### config.mk
export PLATFORM = sky130hd
export DESIGN_NAME = adder_operand_loader
export DESIGN_NICKNAME = d
export VERILOG_FILES = /design/src/rtl/adder_operand_loader.sv
export SDC_FILE = /design/constraint.sdc
export NUM_CORES = 1
export LEC_CHECK = 0
export CAP_MARGIN = 25
export CORE_MARGIN = 4
export CORE_UTILIZATION = 45
export CTS_BUF_LIST = sky130_fd_sc_hd__clkbuf_4
export DETAILED_ROUTE_END_ITERATION = 8
export PLACE_DENSITY = 0.81
export SYNTH_ARGS = -nofsm -noshare
export SYNTH_HDL_FRONTEND = slang
export SYNTH_SLANG_ARGS = --single-unit
### constraint.sdc
create_clock -name clk -period 19.6 [get_ports clk]
set_input_delay 2.94 -clock clk [delete_from_list [all_inputs] [get_ports clk]]
set_output_delay 2.94 -clock clk [all_outputs]
set_load 0.1 [all_outputs]
### src/rtl/adder_operand_loader.sv
// Assembles operands A and B from narrow input beats, holds them for the adder
// to settle, then captures the adder sum and offers it on a valid/ready port.
module adder_operand_loader #(
  parameter int ANCHO  = 64,
  parameter int CHUNK  = 16,
  parameter int SETTLE = 4
) (
  input  logic               clk,
  input  logic               rst,
  input  logic               in_valid,
  output logic               in_ready,
  input  logic [CHUNK-1:0]   in_data,
  output logic [ANCHO-1:0]   op_a,
  output logic [ANCHO-1:0]   op_b,
  input  logic [ANCHO:0]     sum_in,
  output logic               res_valid,
  input  logic               res_ready,
  output logic [ANCHO:0]     res_data,
  output logic               busy
);

  localparam int NCHUNK = ANCHO / CHUNK;
  localparam int IDX_W  = (NCHUNK > 1) ? $clog2(NCHUNK) : 1;
  localparam logic [IDX_W-1:0] IDX_LAST = IDX_W'(NCHUNK - 1);
  localparam logic [7:0]       CNT_LAST = 8'(SETTLE - 1);

  typedef enum logic [1:0] {
    ST_LOAD_A = 2'd0,
    ST_LOAD_B = 2'd1,
    ST_SETTLE = 2'd2,
    ST_HOLD   = 2'd3
  } state_t;

  state_t             state_r, state_nxt_s;
  logic [IDX_W-1:0]   idx_r, idx_nxt_s;
  logic [7:0]         cnt_r, cnt_nxt_s;
  logic [ANCHO-1:0]   op_a_r, op_b_r;
  logic [ANCHO:0]     res_data_r;
  logic               res_valid_r;
  logic               wr_a_s, wr_b_s, cap_s, clr_s;

  // Next-state decode and per-cycle write/capture strobes
  always_comb begin
    state_nxt_s = state_r;
    idx_nxt_s   = idx_r;
    cnt_nxt_s   = cnt_r;
    wr_a_s      = 1'b0;
    wr_b_s      = 1'b0;
    cap_s       = 1'b0;
    clr_s       = 1'b0;
    case (state_r)
      ST_LOAD_A: begin
        if (in_valid) begin
          wr_a_s = 1'b1;
          if (idx_r == IDX_LAST) begin
            idx_nxt_s   = '0;
            state_nxt_s = ST_LOAD_B;
          end else begin
            idx_nxt_s = idx_r + IDX_W'(1);
          end
        end else begin
          idx_nxt_s = idx_r;
        end
      end
      ST_LOAD_B: begin
        if (in_valid) begin
          wr_b_s = 1'b1;
          if (idx_r == IDX_LAST) begin
            idx_nxt_s   = '0;
            cnt_nxt_s   = 8'd0;
            state_nxt_s = ST_SETTLE;
          end else begin
            idx_nxt_s = idx_r + IDX_W'(1);
          end
        end else begin
          idx_nxt_s = idx_r;
        end
      end
      ST_SETTLE: begin
        if (cnt_r == CNT_LAST) begin
          cap_s       = 1'b1;
          cnt_nxt_s   = 8'd0;
          state_nxt_s = ST_HOLD;
        end else begin
          cnt_nxt_s = cnt_r + 8'd1;
        end
      end
      ST_HOLD: begin
        if (res_valid_r && res_ready) begin
          clr_s       = 1'b1;
          idx_nxt_s   = '0;
          state_nxt_s = ST_LOAD_A;
        end else begin
          clr_s = 1'b0;
        end
      end
      default: begin
        state_nxt_s = ST_LOAD_A;
        idx_nxt_s   = '0;
        cnt_nxt_s   = 8'd0;
      end
    endcase
  end

  // State, operand and result registers
  always_ff @(posedge clk or posedge rst) begin
    if (rst) begin
      state_r     <= ST_LOAD_A;
      idx_r       <= '0;
      cnt_r       <= 8'd0;
      op_a_r      <= '0;
      op_b_r      <= '0;
      res_data_r  <= '0;
      res_valid_r <= 1'b0;
    end else begin
      state_r <= state_nxt_s;
      idx_r   <= idx_nxt_s;
      cnt_r   <= cnt_nxt_s;
      if (wr_a_s) op_a_r[idx_r*CHUNK +: CHUNK] <= in_data;
      if (wr_b_s) op_b_r[idx_r*CHUNK +: CHUNK] <= in_data;
      if (cap_s) begin
        res_data_r  <= sum_in;
        res_valid_r <= 1'b1;
      end else if (clr_s) begin
        res_valid_r <= 1'b0;
      end
    end
  end

  assign in_ready  = (state_r == ST_LOAD_A) || (state_r == ST_LOAD_B);
  assign busy      = (state_r == ST_SETTLE) || (state_r == ST_HOLD);
  assign op_a      = op_a_r;
  assign op_b      = op_b_r;
  assign res_data  = res_data_r;
  assign res_valid = res_valid_r;

endmodule
Word-level counts from Yosys, hierarchy flattened --
Cells that the tools add are included.
Storage, ports and cells: input bits 85, flip-flop bits (word level) 206, logic and storage cells 60, output and inout bits 196
Cells by class: eq/ne operators 12, multiplexer cells 25, shift operators 2, add/sub/neg operators 3, reductions and logical operators 11
Operators with widths (number):
- 64-bit bitwise mux | 2
- 16-bit by 34-bit variable shift with 64-bit output, first input constant | 1
- 16-bit by 34-bit variable part select with 64-bit output | 1
- 6-bit negator with 34-bit output | 1
- 8-bit two-way mux | 3
- 2-bit two-way mux | 8
- 8-bit one-hot mux with 2 select lines | 1
- 2-bit != test, second input constant | 6
- 1-bit two-way mux | 9
- 8-bit by 1-bit adder with 8-bit output, second input constant | 1
- 8-bit by 2-bit equality test with 1-bit output, second input constant | 1
- 2-bit one-hot mux with 4 select lines | 1
- 2-bit equality test, second input constant | 3
- 3-bit AND reduction | 2
- 6-bit AND reduction | 1
- 2-bit nonzero test | 3
- 2-bit one-hot mux with 2 select lines | 1
- 2-bit by 1-bit adder with 2-bit output, second input constant | 1
- 2-bit by 1-bit equality test with 1-bit output, second input constant | 1
- 2-bit zero test | 1
- 1-bit logical OR | 2
- 2-bit by 1-bit != test with 1-bit output, second input constant | 1
- 2-bit OR reduction | 1
- 1-bit logical AND | 1

Logic depth before layout (Yosys ltp) --
Gate-level depths: netlist of run 1.
depth in word-level cells 5, mapped depth 7, depth with buffers taken out 6

Worst setup path after synthesis of run 1 --
No wires, ideal clock.
path type reg-to-output, start register state_r[1], end output port in_ready, path buffers 0, slack 15.412 ns, cell stages (with the launch flop) 4, arrival 1.248 ns, cells stage by stage dfrtp_1 inv_1 ha_1 or2_2
Between the ends: cells in the longest elaborated chain, start to end 2
RTL lines:
- from (decl) | RTL line 34 | state_t state_r, state_nxt_s;
- from (signal assigned) | RTL line 116 | state_r <= state_nxt_s;
- 2-bit by 1-bit equality test with 1-bit output / 2-bit zero test (equally long branches) | RTL line 130 | assign in_ready = (state_r == ST_LOAD_A) || (state_r == ST_LOAD_B);
- 1-bit logical OR * | RTL line 130
- to (decl) | RTL line 11 | output logic in_ready,
Every way passes the cells marked *; elsewhere a longest branch is shown, timed or not.

Final worst setup path of run 1 --
Same ends and word-level chain as after synthesis.

==> results of run 1 <==
## logic make-up after synthesis
family	synth area share, %
fa+ha+maj	1.663
flops	62.29
simple gates	11.82
buf+inv	3.357
mux	11.37
compound gates	9.495
## layout make-up
type | instances | area share, %
flip-flops and latches | 206 | 42.79
repair buffers | 295 | 25.06
multi-input cells | 462 | 23.66
clock buffers | 79 | 4.923
well taps | 229 | 2.378
clock inverters | 15 | 0.7167
inverters | 11 | 0.4051
diodes | 3 | 0.06232
## flip-flops by register name, summed over array words and instances (netlist names)
name / count
cnt_r: 8
idx_r: 2
op_a: 64
op_b: 64
res_data: 65
res_valid: 1
state_r: 2
## critical path: stages (launching register included)
cell	delay (ns)
sky130_fd_sc_hd__dfrtp_1	0.44
sky130_fd_sc_hd__inv_1	0.13
sky130_fd_sc_hd__ha_1	0.30
sky130_fd_sc_hd__or2_2	0.18
sky130_fd_sc_hd__clkdlybuf4s50_1	1.13
## per-layer routing
| metal | track usage, % | part of all wire [%] | vias up |
|---|---|---|---|
| met2 | 39.77 | 49 | 298 |
| li1 | - | - | 3085 |
| met3 | 7.754 | 8.9 | 42 |
| met5 | 0 | 0 | - |
| met4 | 8.176 | 2.5 | 0 |
| met1 | 29.37 | 40 | 3214 |
## placed cells by master (no fill, tap or decap), types with 2 or more instances in the layout
cell type / n
sky130_fd_sc_hd__or2_2: 2
sky130_fd_sc_hd__nor2_1: 4
sky130_fd_sc_hd__clkinv_2: 3
sky130_fd_sc_hd__buf_6: 3
sky130_fd_sc_hd__inv_1: 10
sky130_fd_sc_hd__a21oi_1: 6
sky130_fd_sc_hd__buf_4: 3
sky130_fd_sc_hd__clkbuf_4: 79
sky130_fd_sc_hd__a22o_1: 4
sky130_fd_sc_hd__mux2_4: 50
sky130_fd_sc_hd__buf_8: 7
sky130_fd_sc_hd__clkinv_1: 10
sky130_fd_sc_hd__diode_2: 3
sky130_fd_sc_hd__nand2_1: 199
sky130_fd_sc_hd__clkdlybuf4s50_1: 280
sky130_fd_sc_hd__nor3b_2: 3
sky130_fd_sc_hd__buf_16: 2
sky130_fd_sc_hd__or3_1: 4
sky130_fd_sc_hd__ha_1: 11
sky130_fd_sc_hd__nand3_1: 11
sky130_fd_sc_hd__o21ai_0: 136
sky130_fd_sc_hd__mux2_2: 16
sky130_fd_sc_hd__dfrtp_1: 206
## metrics by stage
stage	area [um2]	util (%)	instances	hold WS [ns]	setup slack (ns)
2_1_floorplan	8275	-	716	0.5143	11.04
3_3_place_gp	11170	61.95	1191	0.4615	14.05
4_1_cts	11940	66.22	1291	0.4835	13.78
3_5_place_dp	11260	62.45	1197	0.4699	13.97
5_1_grt	12040	66.82	1299	0.5000	13.65
6_report	12050	66.83	1300	0.4790	13.82
## worst max-delay path by stage
| stage | startpoint | endpoint | depth (start not counted) |
|---|---|---|---|
| after CTS | state_r[1] | in_ready | 4 |
| after global routing | state_r[1] | in_ready | 4 |
| after floorplan | rst | cnt_r[0] | 1 |
| final | state_r[1] | in_ready | 4 |
| after global placement | in_valid | cnt_r[6] | 5 |
| after detailed placement | in_valid | cnt_r[6] | 5 |
==> results.md, run 1 <==
| Metric | This run | Unit |
|---|---|---|
| Launch instance of the worst min-delay path | op_a[58] | - |
| Async SR Flop Fraction | 100.0 | % |
| Via-per-instance ratio | 5.107 | - |
| Antenna violations before repair | 2 | - |
| Register-to-register setup slack | 16.97 | ns |
| Inserted Clock Buffers | 55 | - |
| Drt initial violations | 359 | - |
| Result of the run | finished clean | - |
| Vert. Die Dim | 143.6 | um |
| Post-synth net total | 812 | - |
| Total Wirelength | 25.42 | mm |
| RSZ-0062 raised after global routing | false | - |
| Mean Syn Cell Area | 11.56 | um2 |
| TritonCTS clock tree | yes | - |
| Initial Utilization | 45.91 | % |
| Layout overhead on the synthesized area | 45.57 | % |
| Worst endpoint data arrival time | 2.84 | ns |
| First-pass GRT wire length | 37.94 | mm |
| Net count, final | 1127 | - |
| Drt pass-1 iters | 6 | - |
| Syn. warnings | 0 | - |
| Quantity of gates resized following cts | 0 | - |
| Max_slew headroom | 26.50 | % |
| Area taken by multi-input logic gates | 2850 | um2 |
| Global-route total usage across every layer | 23.85 | % |
| Worst r2r src | cnt_r[0] | - |
| Final critical-path required period | 5.780 | ns |
| Number of fillers in the final layout | 1360 | - |
| Total of buffers placed on input and output ports | 280 | - |
| Ranking of synthesized cells by area | sky130_fd_sc_hd__dfrtp_1, sky130_fd_sc_hd__mux2_4, sky130_fd_sc_hd__nand2_1 | - |
| Pin count of the biggest net entering global routing | 146 | - |
| Top post-synthesis cells by count | sky130_fd_sc_hd__dfrtp_1, sky130_fd_sc_hd__nand2_1, sky130_fd_sc_hd__o21ai_0 | - |
| Sum of net half-perimeters after detailed placement | 17.75 | mm |
| Worst hold endpoint | op_a[58] | - |
| Worst clock skew on the final layout | 0.01867 | ns |
| Post-detailed-route count of antenna-violating nets | 0 | - |
| R2R depth | 6 | - |
| Data required time at the worst endpoint | 16.66 | ns |
| Count of hold buffers inserted by post-cts repair | 0 | - |
| Final period util | 29.49 | % |
| Number of synthesized flops with an enable pin | 0 | - |
| Area of the core region | 18020 | um2 |
| Final setup violation count | 0 | - |
| Cell at the root of the clock tree | sky130_fd_sc_hd__clkbuf_4 | - |
| Timing-limited maximum frequency | 173.0 | MHz |
| Leading register cell type out of synthesis | sky130_fd_sc_hd__dfrtp_1 | - |
| Horiz. Die Dim | 143.6 | um |
| Max Root-Sink Buffers | 3 | - |
| Clk pin slew, worst setup/hold paths | 0.07 | ns |
| Maximum level of the CTS H-tree | 2 | - |
| Flip-flop and latch count after synthesis | 206 | - |
| Total grt overflow | 0 | - |
| Final hold violation count | 0 | - |
| Post-synthesis sequential area ratio | 62.29 | % |
| Critical path class | flip-flop to output port | - |
| Area share of the leading cell type in the synthesized netlist | 62.29 | % |
| Placer Congestion | 0.8663 | - |
| Post-CTS setup repair buffer count | 0 | - |
| Critical path fanouts, max | 7 | - |
| Final count of pins violating max slew | 0 | - |
| Vias in the first global route | 6758 | - |
| Number of placement rows | 49 | - |
| Clock latency at the later pin of the worst-skew pair | 0.64 | ns |
| Total negative slack | 0 | ns |
| # Max-Cap Violations | 0 | - |
| Critical Path Sink Type | output port | - |
| Number of design rule violations left after detail routing | 0 | - |
| Boundary pin count | 281 | - |
| Worst reg2reg path endpoint | res_data[34] | - |
| Cell with the most instances after synthesis | sky130_fd_sc_hd__dfrtp_1 | - |
| Die footprint | 20620 | um2 |
| DR WL/cell | 19.55 | um |
| CTS sink count | 206 | - |
| Sort of element at the start of the critical path | flip-flop | - |
| Library cell with the largest summed area after synthesis | sky130_fd_sc_hd__dfrtp_1 | - |
| HP Class | flip-flop to flip-flop | - |
| Fraction of final layout cells with drive strength greater than 1 | 16.29 | % |
| Cell depth of the worst hold path | 2 | - |
| Vias after detailed routing | 6639 | - |
| Post-synthesis cell area | 8275 | um2 |
| Post-synthesis cell type count | 34 | - |
| Post-Synthesis Cells | 716 | - |
| Transition time at the pin with the least slew margin | 1.099 | ns |
| Register area | 5155 | um2 |
Power of run 1 is not shown: default switching activity piles up to over one toggle a cycle in this logic, so the estimate is an artifact.
==> inputs of run 2 (changes only) <==
Settings changed: CORE_UTILIZATION 45 to 43.
Clock period 19.6 ns to 4.9 ns, I/O delays scaled along.
==> run 2 against run 1 <==
  * Worst hold slack worse by 0.0020 ns
  * Wire length is 2.8% lower
  * Core utilization shrank 2.9 points
  * Critical path type unchanged
  * Clock skew fell by 0.0052 ns
  * Via count fell by 1.3%
  * Critical endpoint is now busy
  * Die area increased by 4.4%
  * Flip-flop and latch count is the same
==> results.md, run 2 (synthesis gave the netlist of run 1 again) <==
| Metric | This run | Unit | Delta |
|---|---|---|---|
| Final period util | 72.98 | % |  |
| Timing-limited maximum frequency | 279.6 | MHz |  |
| Count of placed standard cells in the final layout, fillers left out | 1326 | - | was 1300 |
| Worst endpoint data arrival time | 2.84 | ns | about the same |
| Placer Congestion | 0.8045 | - | was 0.8663 |
| Transition time at the pin with the least slew margin | 1.067 | ns | was 1.099 ns |
| DR WL/cell | 18.64 | um | was 19.55 um |
| Total negative slack | 0 | ns | unchanged |
| Post-detailed-route count of antenna-violating nets | 0 | - | unchanged |
| Initial Utilization | 43.95 | % | was 45.91% |
| RSZ-0062 raised after global routing | false | - | unchanged |
| # Max-Cap Violations | 0 | - | unchanged |
| Horiz. Die Dim | 146.7 | um | was 143.6 um |
| Total of buffers placed on input and output ports | 280 | - | unchanged |
| Via-per-instance ratio | 4.940 | - | was 5.107 |
| Delay contributed by the slowest stage of the critical path | 1.14 | ns | was 1.13 ns |
| Antenna diode count | 0 | - | was 3 |
| Cell at the root of the clock tree | sky130_fd_sc_hd__clkbuf_4 | - | unchanged |
| Setup WS pre-CTS | 2.003 | ns | was 13.97 ns |
| Data required time at the worst endpoint | 4.16 | ns | was 16.66 ns |
| Post-route setup slack | 1.324 | ns | was 13.82 ns |
| Critical path fanouts, max | 6 | - | was 7 |
| Crit path max-delay cell type | sky130_fd_sc_hd__clkdlybuf4s50_1 | - | unchanged |
| Inserted Clock Buffers | 54 | - | was 55 |
| Post-CTS setup repair buffer count | 0 | - | unchanged |
| Number of design rule violations left after detail routing | 0 | - | unchanged |
| Clock latency at the later pin of the worst-skew pair | 0.64 | ns | about the same |
| Number of fillers in the final layout | 1422 | - | was 1360 |
| CTS sink count | 206 | - | unchanged |
| Total grt overflow | 0 | - | unchanged |
| Antenna violations before repair | 0 | - | was 2 |
| Final count of pins violating max slew | 0 | - | unchanged |
| Total Wirelength | 24.72 | mm | was 25.42 mm |
| TritonCTS clock tree | yes | - | unchanged |
| Count of hold buffers inserted by post-cts repair | 0 | - | unchanged |
| Vias after detailed routing | 6551 | - | was 6639 |
| Net count, final | 1125 | - | was 1127 |
| First-pass GRT wire length | 38.44 | mm | was 37.94 mm |
| Final hold violation count | 0 | - | unchanged |
| Pin count of the biggest net entering global routing | 106 | - | was 146 |
| Sum of net half-perimeters after detailed placement | 17.59 | mm | was 17.75 mm |
| Die footprint | 21530 | um2 | was 20620 um2 |
| Number of flip-flops under the largest register name | 65 | - | unchanged |
| Vias in the first global route | 6789 | - | was 6758 |
| Quantity of gates resized following cts | 0 | - | unchanged |
| Max Root-Sink Buffers | 3 | - | unchanged |
| Critical Path Sink Type | output port | - | unchanged |
| Global-route total usage across every layer | 22.70 | % | was 23.85% |
| Worst clock skew on the final layout | 0.01346 | ns | was 0.01867 ns |
| Placed Cells incl. Taps | 1226 | - | was 1197 |
| Critical path class | flip-flop to output port | - | unchanged |
| Boundary pin count | 281 | - | unchanged |
| Result of the run | finished clean | - | unchanged |
| Leading cell types in the layout, fill and taps excluded | sky130_fd_sc_hd__clkdlybuf4s50_1, sky130_fd_sc_hd__dfrtp_1, sky130_fd_sc_hd__nand2_1 | - | unchanged |
| Fraction of final layout cells with drive strength greater than 1 | 16.23 | % | was 16.29% |
| Most common cell after layout, fill and taps aside | sky130_fd_sc_hd__clkdlybuf4s50_1 | - | unchanged |
| Maximum level of the CTS H-tree | 2 | - | unchanged |
| Max_slew headroom | 28.54 | % | was 26.50% |
| Vert. Die Dim | 146.7 | um | was 143.6 um |
| Final setup violation count | 0 | - | unchanged |
| Number of placement rows | 50 | - | was 49 |
| Series of cell instances along the critical path | inv_1 > ha_1 > or2_2 > clkdlybuf4s50_1 | - | unchanged |
| Sort of element at the start of the critical path | flip-flop | - | unchanged |
| Final critical-path required period | 3.576 | ns |  |
| Drt pass-1 iters | 5 | - | was 6 |
| Layout overhead on the synthesized area | 45.54 | % | was 45.57% |
| Drt initial violations | 327 | - | was 359 |
| Clk pin slew, worst setup/hold paths | 0.06 | ns | was 0.07 ns |
| Area of the core region | 18830 | um2 | was 18020 um2 |
| HP Class | flip-flop to flip-flop | - | unchanged |
| Final-layout worst hold slack | 0.4770 | ns | was 0.4790 ns |
run 2: worst max-delay path, delay by kind of cell, from the launching register on:
kind	cells	cell delay, ns
buffers and inverters	2	1.26
flip-flops	1	0.43
adder cells (fa/ha/maj)	1	0.32
AND/OR/NAND/NOR	1	0.19
run 2: per-stage QoR:
step / instance area (um2) / util, %
6_report: 12040 / 63.96
5_1_grt: 12040 / 63.96
4_1_cts: 11940 / 63.40
3_5_place_dp: 11270 / 59.83
3_3_place_gp: 11230 / 59.65
2_1_floorplan: 8279 / -
run 2: routing by layer:
| metal | global-route usage (%) | part of all wire (%) |
|---|---|---|
| met1 | 27.32 | 40 |
| met2 | 37.01 | 48 |
| met3 | 8.112 | 8.5 |
| met4 | 9.784 | 3.3 |
| met5 | 0 | 0 |
run 2: worst paths after layout:
path / cells past startpoint / to / start / slack [ns]
worst max-delay path: 4 / busy / state_r[0] / 1.32
worst min-delay path: 2 / op_b[6] / op_b[6] / 0.48
worst max register to register: 6 / res_data[35] / cnt_r[0] / 2.26
worst min register to register: 2 / op_b[6] / op_b[6] / 0.48
max in group asynchronous: 3 / op_b[32] / rst / 3.44
min in group asynchronous: 2 / res_data[3] / rst / 0.51
run 2: cell type report:
type                       count  area, um2  share of cell area (%)
sequential                   206       5155                   42.80
clock inverter                15      86.33                  0.7168
inverter                      11      45.04                  0.3740
timing repair buffer         294       2997                   24.88
clock buffer                  78      585.6                   4.862
multi-input combinational    462       2850                   23.66
tap                          260      325.3                   2.701
Power of run 2 is left out for the same reason.
==> inputs of run 3 (changes only) <==
Clock period 4.9 ns to 3.09 ns, I/O delays scaled along.
==> run 3 against run 2 <==
  * Wire length fell by 0.22%
  * Flip-flop and latch count is the same
  * Sequential share of layout area up 2.1 points
  * Die area unchanged
  * Worst hold slack got worse by 0.13 ns
  * Register-to-register slack got worse by 1.6 ns
  * Core utilization is 3.0 points lower
  * Final area is 4.6% lower
  * Worst setup slack worse by 0.74 ns
  * Critical endpoint is now in_ready
  * Final cell count did not move
==> results.md, run 3 (synthesis gave the netlist of run 1 again) <==
| Metric | This run | Unit | Delta |
|---|---|---|---|
| Post-detailed-route count of antenna-violating nets | 0 | - | unchanged |
| DR WL/cell | 18.60 | um | was 18.64 um |
| Most common cell after layout, fill and taps aside | sky130_fd_sc_hd__buf_4 | - | was sky130_fd_sc_hd__clkdlybuf4s50_1 |
| Leading cell types in the layout, fill and taps excluded | sky130_fd_sc_hd__buf_4, sky130_fd_sc_hd__dfrtp_1, sky130_fd_sc_hd__nand2_1 | - | was sky130_fd_sc_hd__clkdlybuf4s50_1, sky130_fd_sc_hd__dfrtp_1, sky130_fd_sc_hd__nand2_1 |
| Maximum level of the CTS H-tree | 2 | - | unchanged |
| Crit path max-delay cell type | sky130_fd_sc_hd__dfrtp_1 | - | was sky130_fd_sc_hd__clkdlybuf4s50_1 |
| Clk pin slew, worst setup/hold paths | 0.06 | ns | about the same |
| Clock latency at the later pin of the worst-skew pair | 0.61 | ns | was 0.64 ns |
| Via-per-instance ratio | 4.907 | - | was 4.940 |
| Final period util | 80.98 | % |  |
| # Max-Cap Violations | 0 | - | unchanged |
| Delay contributed by the slowest stage of the critical path | 0.42 | ns | was 1.14 ns |
| Die footprint | 21530 | um2 | unchanged |
| Number of design rule violations left after detail routing | 0 | - | unchanged |
| Global-route total usage across every layer | 22.38 | % | was 22.70% |
| Series of cell instances along the critical path | inv_1 > ha_1 > or2_2 > buf_4 | - | was inv_1 > ha_1 > or2_2 > clkdlybuf4s50_1 |
| Data required time at the worst endpoint | 2.63 | ns | was 4.16 ns |
| Final setup violation count | 0 | - | unchanged |
| Drt pass-1 iters | 5 | - | unchanged |
| Inserted Clock Buffers | 54 | - | unchanged |
| Quantity of gates resized following cts | 0 | - | unchanged |
| Area of the core region | 18830 | um2 | unchanged |
| Number of flip-flops under the largest register name | 65 | - | unchanged |
| Horiz. Die Dim | 146.7 | um | unchanged |
| Sum of net half-perimeters after detailed placement | 17.48 | mm | was 17.59 mm |
| Total of buffers placed on input and output ports | 280 | - | unchanged |
| Max_slew headroom | 52.82 | % | was 28.54% |
| Final hold violation count | 0 | - | unchanged |
| Vias after detailed routing | 6507 | - | was 6551 |
| Drt initial violations | 259 | - | was 327 |
| Placer Congestion | 0.8274 | - | was 0.8045 |
| Critical path fanouts, max | 7 | - | was 6 |
| Critical path class | flip-flop to output port | - | unchanged |
| Transition time at the pin with the least slew margin | 0.7077 | ns | was 1.067 ns |
| TritonCTS clock tree | yes | - | unchanged |
| Layout overhead on the synthesized area | 38.83 | % | was 45.54% |
| Total Wirelength | 24.66 | mm | was 24.72 mm |
| Post-CTS setup repair buffer count | 0 | - | unchanged |
| Final count of pins violating max slew | 0 | - | unchanged |
| Number of placement rows | 50 | - | unchanged |
| Final critical-path required period | 2.502 | ns |  |
| Total grt overflow | 0 | - | unchanged |
| Count of placed standard cells in the final layout, fillers left out | 1326 | - | unchanged |
| Worst endpoint data arrival time | 2.04 | ns | was 2.84 ns |
| Pin count of the biggest net entering global routing | 125 | - | was 106 |
| Vias in the first global route | 6598 | - | was 6789 |
| Register-to-register setup slack | 0.64 | ns | was 2.26 ns |
| Cell at the root of the clock tree | sky130_fd_sc_hd__clkbuf_4 | - | unchanged |
| Number of fillers in the final layout | 1548 | - | was 1422 |
| Worst clock skew on the final layout | 0.01329 | ns | was 0.01346 ns |
| RSZ-0062 raised after global routing | false | - | unchanged |
| Result of the run | finished clean | - | unchanged |
| Timing-limited maximum frequency | 399.6 | MHz |  |
| Net count, final | 1127 | - | was 1125 |
| Vert. Die Dim | 146.7 | um | unchanged |
| Critical Path Sink Type | output port | - | unchanged |
| HP Class | input port to asynchronous set/reset pin | - | was flip-flop to flip-flop |
| CTS sink count | 206 | - | unchanged |
| Fraction of final layout cells with drive strength greater than 1 | 34.84 | % | was 16.23% |
| Sort of element at the start of the critical path | flip-flop | - | unchanged |
| Final-layout worst hold slack | 0.3463 | ns | was 0.4770 ns |
| Initial Utilization | 43.95 | % | unchanged |
| Area taken by multi-input logic gates | 2850 | um2 | unchanged |
| Antenna violations before repair | 1 | - | was 0 |
| Boundary pin count | 281 | - | unchanged |
| Placed Cells incl. Taps | 1235 | - | was 1226 |
| Count of hold buffers inserted by post-cts repair | 0 | - | unchanged |
| Max Root-Sink Buffers | 3 | - | unchanged |
| First-pass GRT wire length | 38.15 | mm | was 38.44 mm |
| Register area | 5155 | um2 | unchanged |
==> run 3: worst paths after layout <==
path / start / cells after the start / end
worst max-delay path: state_r[1] / 4 / in_ready
worst min-delay path: rst / 3 / res_data[8]
worst max register to register: cnt_r[0] / 6 / res_data[37]
worst min register to register: op_b[29] / 2 / op_b[29]
max in group asynchronous: rst / 3 / op_a[51]
min in group clk: sum_in[62] / 2 / res_data[62]
==> run 3: layout make-up <==
cell class | count | area share (%)
antenna | 1 | 0.02178
sequential | 206 | 44.87
timing repair buffer | 296 | 21.39
clock buffer | 84 | 5.489
tap | 260 | 2.832
clock inverter | 6 | 0.1960
inverter | 11 | 0.3921
multi-input combinational | 462 | 24.81
==> run 3: worst max-delay path: cells and delay by family (launching register included) <==
family	cells	cell delay (ns)
fa+ha+maj	1	0.29
buf+inv	2	0.36
flops	1	0.42
simple gates	1	0.37
==> run 3: per-stage QoR <==
step / cell area [um2] / utilization [%] / worst slack, ns / setup TNS, ns
floorplan: 8279 / - / -0.04576 / -9.426
global placement: 10830 / 57.53 / 0.7316 / 0
detailed placement: 10830 / 57.53 / 0.6532 / 0
CTS: 11490 / 61.00 / 0.5212 / 0
global route: 11490 / 61.01 / 0.4233 / 0
finish: 11490 / 61.01 / 0.5878 / 0
==> run 3: per-layer routing <==
metal | part of all wire (%) | up-vias | global-route usage [%] | routed length (um)
met5 | 0 | - | 0 | 0
met4 | 1.5 | 0 | 5.033 | 364
met3 | 9.7 | 30 | 7.650 | 2402
met2 | 50 | 280 | 38.97 | 12410
met1 | 38 | 3126 | 26.96 | 9486
li1 | - | 3071 | - | -
Power of run 3 is left out for the same reason.
